**src/rtl/cycle_sequencer_pkg.sv**
```systemverilog
// Shared encodings for the multi-cycle sequencer: phase states, regbank
// write-source code for loads, and small decode helpers.
package cycle_sequencer_pkg;

  typedef enum logic [2:0] {
    SEQ_IDLE      = 3'd0,
    SEQ_FETCH     = 3'd1,
    SEQ_DECODE    = 3'd2,
    SEQ_EXECUTE   = 3'd3,
    SEQ_MEMORY    = 3'd4,
    SEQ_WRITEBACK = 3'd5,
    SEQ_HALT      = 3'd6
  } seq_state_e;

  // Regbank write source selecting RAM read data.
  localparam logic [1:0] REGSRC_LOAD = 2'd1;

  // An instruction needs the MEMORY phase if it stores or loads.
  function automatic logic is_mem_op(input logic ramconfig, input logic [1:0] regsource);
    return ramconfig | (regsource == REGSRC_LOAD);
  endfunction

  // Busy covers every phase of an instruction in flight.
  function automatic logic is_busy_state(input seq_state_e s);
    return (s != SEQ_IDLE) && (s != SEQ_HALT);
  endfunction

endpackage

```
**src/rtl/cycle_sequencer_if.sv**
```systemverilog
// Control/datapath handshake bundle around the sequencer. The master side
// is the control_unit/datapath environment, the slave side is the sequencer.
interface cycle_sequencer_if #(
  parameter int unsigned WIDTH = 32
);
  logic             start;
  logic             halt_req;
  logic [WIDTH-1:0] instruction;
  logic             ramconfig;
  logic             regbankconfig;
  logic [1:0]       regsource;
  logic             mem_ready;
  logic [2:0]       state;
  logic             ir_load;
  logic             pc_enable;
  logic             ram_wenable;
  logic             regbank_wenable;
  logic             mem_req;
  logic             busy;
  logic             halted;
  logic             fault;
  logic [WIDTH-1:0] retired;

  modport master (
    output start, halt_req, instruction, ramconfig, regbankconfig, regsource, mem_ready,
    input  state, ir_load, pc_enable, ram_wenable, regbank_wenable, mem_req, busy,
           halted, fault, retired
  );

  modport slave (
    input  start, halt_req, instruction, ramconfig, regbankconfig, regsource, mem_ready,
    output state, ir_load, pc_enable, ram_wenable, regbank_wenable, mem_req, busy,
           halted, fault, retired
  );
endinterface

```
**src/rtl/cycle_sequencer_mem_watchdog.sv**
```systemverilog
// Memory watchdog: counts cycles while count is high, saturating at
// MEM_TIMEOUT; expired flags the saturated value. clear wins over count.
module cycle_sequencer_mem_watchdog #(
  parameter int unsigned MEM_TIMEOUT = 15
) (
  input  logic clock,
  input  logic reset,
  input  logic clear,
  input  logic count,
  output logic expired
);
  localparam int unsigned CW = (MEM_TIMEOUT < 2) ? 1 : $clog2(MEM_TIMEOUT + 1);
  localparam logic [CW-1:0] LIMIT = CW'(MEM_TIMEOUT);

  logic [CW-1:0] value_q;
  logic [CW-1:0] value_d;

  // Next count: clear, saturating increment, or hold.
  always_comb begin
    value_d = value_q;
    if (clear) begin
      value_d = {CW{1'b0}};
    end else if (count && (value_q != LIMIT)) begin
      value_d = value_q + CW'(1);
    end else begin
      value_d = value_q;
    end
  end

  // Counter register with synchronous reset.
  always_ff @(posedge clock) begin
    if (reset) begin
      value_q <= {CW{1'b0}};
    end else begin
      value_q <= value_d;
    end
  end

  assign expired = (value_q == LIMIT);

endmodule

```
**src/rtl/cycle_sequencer.sv**
```systemverilog
// Multi-cycle instruction sequencer: walks each instruction through
// FETCH/DECODE/EXECUTE/[MEMORY]/WRITEBACK, gates PC and write enables to
// a single phase, handles halt requests, retire counting and the memory
// watchdog fault.
module cycle_sequencer
  import cycle_sequencer_pkg::*;
#(
  parameter int unsigned      WIDTH       = 32,
  parameter int unsigned      MEM_TIMEOUT = 15,
  parameter logic [WIDTH-1:0] HALT_OPCODE = {WIDTH{1'b1}}
) (
  input logic              clock,
  input logic              reset,
  cycle_sequencer_if.slave bus
);

  seq_state_e       state_q;
  seq_state_e       state_d;
  logic             halt_pend_q;
  logic             fault_q;
  logic             ir_load_q;
  logic             pc_enable_q;
  logic             regbank_we_q;
  logic             mem_req_q;
  logic             busy_q;
  logic             halted_q;
  logic [WIDTH-1:0] retired_q;

  logic             busy_s;
  logic             halt_now_s;
  logic             halt_op_s;
  logic             wd_count_s;
  logic             wd_clear_s;
  logic             wd_expired_s;
  logic             fault_set_s;

  assign busy_s     = is_busy_state(state_q);
  assign halt_op_s  = (bus.instruction == HALT_OPCODE);
  // A request arriving in WRITEBACK itself is honoured there as well.
  assign halt_now_s = halt_pend_q | bus.halt_req;
  // The watchdog counts on the edge into each MEMORY cycle, so its value
  // equals the number of MEMORY cycles spent so far.
  assign wd_count_s = (state_d == SEQ_MEMORY);
  assign wd_clear_s = ~wd_count_s;
  assign fault_set_s = (state_q == SEQ_MEMORY) & ~bus.mem_ready & wd_expired_s;

  cycle_sequencer_mem_watchdog #(
    .MEM_TIMEOUT (MEM_TIMEOUT)
  ) u_mem_watchdog (
    .clock   (clock),
    .reset   (reset),
    .clear   (wd_clear_s),
    .count   (wd_count_s),
    .expired (wd_expired_s)
  );

  // Next-phase selection.
  always_comb begin
    state_d = state_q;
    case (state_q)
      SEQ_IDLE: begin
        if (bus.start) state_d = SEQ_FETCH;
        else           state_d = SEQ_IDLE;
      end
      SEQ_FETCH:   state_d = SEQ_DECODE;
      SEQ_DECODE:  state_d = SEQ_EXECUTE;
      SEQ_EXECUTE: begin
        if (is_mem_op(bus.ramconfig, bus.regsource)) state_d = SEQ_MEMORY;
        else                                         state_d = SEQ_WRITEBACK;
      end
      SEQ_MEMORY: begin
        if (bus.mem_ready)      state_d = SEQ_WRITEBACK;
        else if (wd_expired_s)  state_d = SEQ_HALT;
        else                    state_d = SEQ_MEMORY;
      end
      SEQ_WRITEBACK: begin
        if (halt_op_s || halt_now_s) state_d = SEQ_HALT;
        else                         state_d = SEQ_FETCH;
      end
      SEQ_HALT: begin
        if (bus.start) state_d = SEQ_FETCH;
        else           state_d = SEQ_HALT;
      end
      default: state_d = SEQ_IDLE;
    endcase
  end

  // State, registered phase outputs, halt-pending, fault and retire count.
  always_ff @(posedge clock) begin
    if (reset) begin
      state_q      <= SEQ_IDLE;
      halt_pend_q  <= 1'b0;
      fault_q      <= 1'b0;
      ir_load_q    <= 1'b0;
      pc_enable_q  <= 1'b0;
      regbank_we_q <= 1'b0;
      mem_req_q    <= 1'b0;
      busy_q       <= 1'b0;
      halted_q     <= 1'b0;
      retired_q    <= {WIDTH{1'b0}};
    end else begin
      state_q      <= state_d;
      ir_load_q    <= (state_d == SEQ_FETCH);
      pc_enable_q  <= (state_d == SEQ_WRITEBACK);
      regbank_we_q <= (state_d == SEQ_WRITEBACK) & bus.regbankconfig & ~halt_op_s;
      mem_req_q    <= (state_d == SEQ_MEMORY);
      busy_q       <= is_busy_state(state_d);
      halted_q     <= (state_d == SEQ_HALT);

      if (fault_set_s) fault_q <= 1'b1;
      else             fault_q <= fault_q;

      if (state_q == SEQ_WRITEBACK) retired_q <= retired_q + WIDTH'(1);
      else                          retired_q <= retired_q;

      // start out of HALT discards any request seen in the same cycle.
      if ((state_q == SEQ_HALT) && bus.start)                        halt_pend_q <= 1'b0;
      else if ((state_q == SEQ_WRITEBACK) && (state_d == SEQ_HALT))  halt_pend_q <= 1'b0;
      else if (busy_s && bus.halt_req)                               halt_pend_q <= 1'b1;
      else                                                           halt_pend_q <= halt_pend_q;
    end
  end

  assign bus.state           = state_q;
  assign bus.ir_load         = ir_load_q;
  assign bus.pc_enable       = pc_enable_q;
  assign bus.regbank_wenable = regbank_we_q & ~reset;
  assign bus.ram_wenable     = (state_q == SEQ_MEMORY) & bus.ramconfig & bus.mem_ready & ~reset;
  assign bus.mem_req         = mem_req_q;
  assign bus.busy            = busy_q;
  assign bus.halted          = halted_q;
  assign bus.fault           = fault_q;
  assign bus.retired         = retired_q;

endmodule
```
**src/flat_wrapper.sv**
```systemverilog
// flat-port wrapper written by rule: the top's interface ports become plain ports
module cycle_sequencer_flat import cycle_sequencer_pkg::*;
#(
  parameter int unsigned      WIDTH       = 32,
  parameter int unsigned      MEM_TIMEOUT = 15,
  parameter logic [WIDTH-1:0] HALT_OPCODE = {WIDTH{1'b1}}
)
  (clock, reset, bus_start, bus_halt_req, bus_instruction, bus_ramconfig, bus_regbankconfig, bus_regsource, bus_mem_ready, bus_state, bus_ir_load, bus_pc_enable, bus_ram_wenable, bus_regbank_wenable, bus_mem_req, bus_busy, bus_halted, bus_fault, bus_retired);
  cycle_sequencer_if #(.WIDTH(WIDTH)) bus_i ();
  input logic clock;
  input logic reset;
  input wire logic [$bits(bus_i.start)-1:0] bus_start;
  input wire logic [$bits(bus_i.halt_req)-1:0] bus_halt_req;
  input wire logic [$bits(bus_i.instruction)-1:0] bus_instruction;
  input wire logic [$bits(bus_i.ramconfig)-1:0] bus_ramconfig;
  input wire logic [$bits(bus_i.regbankconfig)-1:0] bus_regbankconfig;
  input wire logic [$bits(bus_i.regsource)-1:0] bus_regsource;
  input wire logic [$bits(bus_i.mem_ready)-1:0] bus_mem_ready;
  output wire logic [$bits(bus_i.state)-1:0] bus_state;
  output wire logic [$bits(bus_i.ir_load)-1:0] bus_ir_load;
  output wire logic [$bits(bus_i.pc_enable)-1:0] bus_pc_enable;
  output wire logic [$bits(bus_i.ram_wenable)-1:0] bus_ram_wenable;
  output wire logic [$bits(bus_i.regbank_wenable)-1:0] bus_regbank_wenable;
  output wire logic [$bits(bus_i.mem_req)-1:0] bus_mem_req;
  output wire logic [$bits(bus_i.busy)-1:0] bus_busy;
  output wire logic [$bits(bus_i.halted)-1:0] bus_halted;
  output wire logic [$bits(bus_i.fault)-1:0] bus_fault;
  output wire logic [$bits(bus_i.retired)-1:0] bus_retired;
  assign bus_i.start = bus_start;
  assign bus_i.halt_req = bus_halt_req;
  assign bus_i.instruction = bus_instruction;
  assign bus_i.ramconfig = bus_ramconfig;
  assign bus_i.regbankconfig = bus_regbankconfig;
  assign bus_i.regsource = bus_regsource;
  assign bus_i.mem_ready = bus_mem_ready;
  assign bus_state = bus_i.state;
  assign bus_ir_load = bus_i.ir_load;
  assign bus_pc_enable = bus_i.pc_enable;
  assign bus_ram_wenable = bus_i.ram_wenable;
  assign bus_regbank_wenable = bus_i.regbank_wenable;
  assign bus_mem_req = bus_i.mem_req;
  assign bus_busy = bus_i.busy;
  assign bus_halted = bus_i.halted;
  assign bus_fault = bus_i.fault;
  assign bus_retired = bus_i.retired;
  cycle_sequencer #(.WIDTH(WIDTH), .MEM_TIMEOUT(MEM_TIMEOUT), .HALT_OPCODE(HALT_OPCODE)) u_core (.clock(clock), .reset(reset), .bus(bus_i));
endmodule
```
**config.mk**
```make
export PLATFORM = sky130hd
export DESIGN_NAME = cycle_sequencer_flat
export DESIGN_NICKNAME = d
export VERILOG_FILES = /design/src/rtl/cycle_sequencer_pkg.sv /design/src/rtl/cycle_sequencer_if.sv /design/src/rtl/cycle_sequencer_mem_watchdog.sv /design/src/rtl/cycle_sequencer.sv /design/src/flat_wrapper.sv
export SDC_FILE = /design/constraint.sdc
export NUM_CORES = 1
export LEC_CHECK = 0
export ABC_CLOCK_PERIOD_IN_PS = 2300
export CAP_MARGIN = 20
export CORE_MARGIN = 2
export CORE_UTILIZATION = 45
export DETAILED_ROUTE_END_ITERATION = 8
export PLACE_DENSITY = 0.8
export SYNTH_ARGS = -nofsm -noshare
export SYNTH_HDL_FRONTEND = slang
export SYNTH_SLANG_ARGS = --single-unit
```
**constraint.sdc**
```tcl
create_clock -name clock -period 2.3 [get_ports clock]
set_clock_uncertainty 0.1 [all_clocks]
set_input_delay 0.46 -clock clock [delete_from_list [all_inputs] [get_ports clock]]
set_output_delay 0.46 -clock clock [all_outputs]
set_load 0.005 [all_outputs]
```
==> key figures <==
Run status
  – Status: completed

Cells and area
  – Antenna Cells: 0
  – NumNets Final: 407
  – Post-layout util: 68.67%
  – Fraction of layout cells with a size suffix above 1: a little under an eighth
  – Non-filler cells, final: 435
  – Layout Area Growth over Synthesis: 46.45%

Synthesis
  – Fraction of registers with async set/reset: 0%
  – Synth Area per Inst: 8.936 sq um
  – Register area share after synthesis: roughly 40%
  – Post-Syn Area: 0.002395 sq mm
  – Synth Register Bits: 47
  – Mapped Nets: 311
  – Yosys cell types: 51
  – Ys Warns: 0
  – Post-synth EDFFs: 0
  – Cells after Synth: 268
  – Synth Flop Type: dfxtp_1

Timing
  – Max Freq: approximately 470 MHz
  – Number of hold violations in the final report: 0
  – Slew @ Worst Pin: 0.4540 ns
  – Final Cycle Share: between 90% and 100%
  – Unrepaired setup endpoints after global routing: false
  – WHS: roughly 0.39 ns
  – Max Slew Vio Count: 0
  – Slew HR: 69.69%
  – # setup viols final: 0
  – Min cycle time layout: 2.119 ns

Route
  – WL final: approximately 5800 um
  – Antenna Violating Nets Remaining: 0
  – Routed len/inst: 13.33 um
  – Vias: about 2300
  – DRC Markers: 0
  – Via/cell ratio: 5.391
  – DR pass1 iterations: 4
  – DRT iter0 DRCs: roughly 140

Power
  – Max VDD drop: 0.3577 mV
  – Share of power burned in registers: 44.8%
  – P_int: 1.466 mW
  – PD cells: 570.5 mW/mm^2
  – Sw Ratio: a little over a quarter
  – Logic pwr share: 23.9%
  – NetSw: 0.5351 mW
  – Clock power share: 31.3%
  – Leakage power total: 1.240 nW

Worst setup path
  – Critical path type: in -> reg
  – FF-to-FF setup slack: around 0.25 ns
  – WP data required: 2.42 ns
  – Critical Path End Type: flop
  – Worst-path fanout max: 7
  – Critical Path Start Type: primary input
  – CP arrival: 2.24 ns

Placed design
  – Gpl congestion: 0.8369
  – Placed Cells: 427
  – Port buffer count: 83
  – Hpwl dp: around 4500 um

Clocking
  – Maximum clock path buffer count: 2
  – CTS resizes: 4
  – Clk Latency, worst-skew pair: 0.30 ns
  – H-tree levels: 2
  – CTS tree: done
  – Clock slew at reported path FFs: ~0.080 ns
  – Post-CTS Setup Bufs: 0
  – CTS root buffer: clkbuf_8
  – TritonCTS Buffers: 5
  – Total clock sinks: 47
  – Hold buffer count at CTS: 0

Worst hold path
  – Worst hold path type: reg -> reg

GRT
  – Total GRT Usage: 20.53%
  – Total gr overflow: 0
  – Initial antenna violation count: 0
  – Pin count of the biggest net entering global routing: 31
  – First-pass GRT wire length: 9956 um
  – Vias in the first global route: about 2300

Flow run
  – Max-Cap Viols: 0

Die
  – Initial Utilization: 46.89%
  – Die width: around 77 um
  – Die extent in y: 76.95 um
  – # rows: 26
  – IO Pins: 84
  – CORE AREA: 0.005107 sq mm
  – Die Footprint: between 0.005 and 0.006 sq mm
flip-flops by register name (all words and copies together), names as in the netlist:
| register | count |
|---|---|
| u_core.bus.retired | 32 |
| u_core.halt_pend_q | 1 |
| u_core.u_mem_watchdog.value_q | 4 |
| u_core.regbank_we_q | 1 |
| u_core.bus.fault | 1 |
| u_core.bus.mem_req | 1 |
| u_core.bus.pc_enable | 1 |
| u_core.bus.ir_load | 1 |
| u_core.bus.state | 3 |
| u_core.bus.halted | 1 |
| u_core.bus.busy | 1 |
cell type report:
| class | count | area, sq um |
|---|---|---|
| Clock inverter | 2 | 35.03 |
| Clock buffer | 6 | 82.58 |
| Fill cell | 394 | 1600 |
| Tap cell | 70 | 87.58 |
| Multi-Input combinational cell | 200 | 1364 |
| Sequential cell | 47 | 940.9 |
| Timing Repair Buffer | 100 | 959.7 |
| Inverter | 10 | 37.54 |
critical path: stages:
cell	delay (ns)
clkdlybuf4s50_1	0.47
nand4_1	0.13
nor4_4	0.30
buf_4	0.16
a21oi_1	0.11
a21oi_2	0.23
buf_4	0.18
nor4b_2	0.19
worst paths after layout:
check | startpoint | to | cells past startpoint
setup / recovery | bus_instruction[28] | u_core.u_mem_watchdog.value_q[0] | 8
hold / removal | u_core.bus.fault | u_core.bus.fault | 1
setup reg to reg | u_core.bus.state[1] | u_core.bus.retired[27] | 5
hold reg to reg | u_core.bus.fault | u_core.bus.fault | 1
power by group through the flow:
stage | Clock, mW | Sequential [mW] | Combinational [mW]
finish | 0.626 | 0.896 | 0.478
global route | 0.674 | 0.903 | 0.521
CTS | 0.640 | 0.896 | 0.478
detailed placement | 0 | 0.912 | 0.474
global placement | 0 | 0.911 | 0.467
floorplan | 0 | 0.893 | 0.272
Yosys cell counts, drive strengths merged (3+ instances only):
library cell   n  share of area [%]
dfxtp         47                 39
nor2          27                4.2
nand2         20                3.1
xnor2         17                6.2
nand4         16                4.7
a21oi         14                3.1
o21ai         14                3.4
nand3         13                3.2
inv           10                1.6
and3           8                2.1
nor3           8                1.7
nor4           8                4.2
buf            7                2.0
xor2           7                2.6
or3            6                1.6
and4           5                1.8
clkbuf         4               0.63
nand4b         4                1.5
and2           3               0.78
mux2i          3                1.3
nor4b          3                1.9
routing by layer:
metal	vias up	track usage [%]	share of wire, %
li1	1163	-	-
met1	1069	23.54	40
met2	102	36.75	52
met3	11	4.588	6.8
met4	0	8.182	2.1
met5	-	0	0
cell families after synthesis:
logic type	after synthesis	share of synthesized area, %
buf+inv	21	4.232
xor+xnor	24	8.777
fa+ha+maj	2	1.045
simple gates	131	34.48
compound gates	40	10.92
flops	47	39.29
mux	3	1.254
metrics by stage:
step | worst slack [ns] | power [mW] | area (sq um) | setup TNS, ns
after floorplan | 0.3793 | 1.166 | 2395 | 0
after global placement | -0.1776 | 1.378 | 3377 | -1.329
after detailed placement | -0.2553 | 1.386 | 3377 | -1.811
after CTS | 0.06011 | 2.013 | 3502 | 0
after global routing | 0.01882 | 2.098 | 3507 | 0
final | 0.1809 | 2.001 | 3507 | 0
placed cells by master (no fill, tap or decap), drive strengths merged, types with 2 or more instances in the layout:
cell type | netlist | routed
clkbuf | 4 | 6
a21oi | 14 | 14
clkdlybuf4s50 | 0 | 81
nand4 | 16 | 16
nand2 | 20 | 20
nor2 | 27 | 27
o21a | 2 | 2
and2 | 3 | 3
nor4b | 3 | 3
dlygate4sd2 | 0 | 2
and4 | 5 | 5
dfxtp | 47 | 47
nor3b | 2 | 2
nor2b | 2 | 2
xor2 | 7 | 7
buf | 7 | 17
o21ai | 14 | 14
and3 | 8 | 8
xnor2 | 17 | 17
mux2i | 3 | 3
nand4b | 4 | 4
nand3 | 13 | 13
or3 | 6 | 6
ha | 2 | 2
inv | 10 | 10
nor3 | 8 | 8
nor4 | 8 | 8
(Power assumes the default switching activity.)
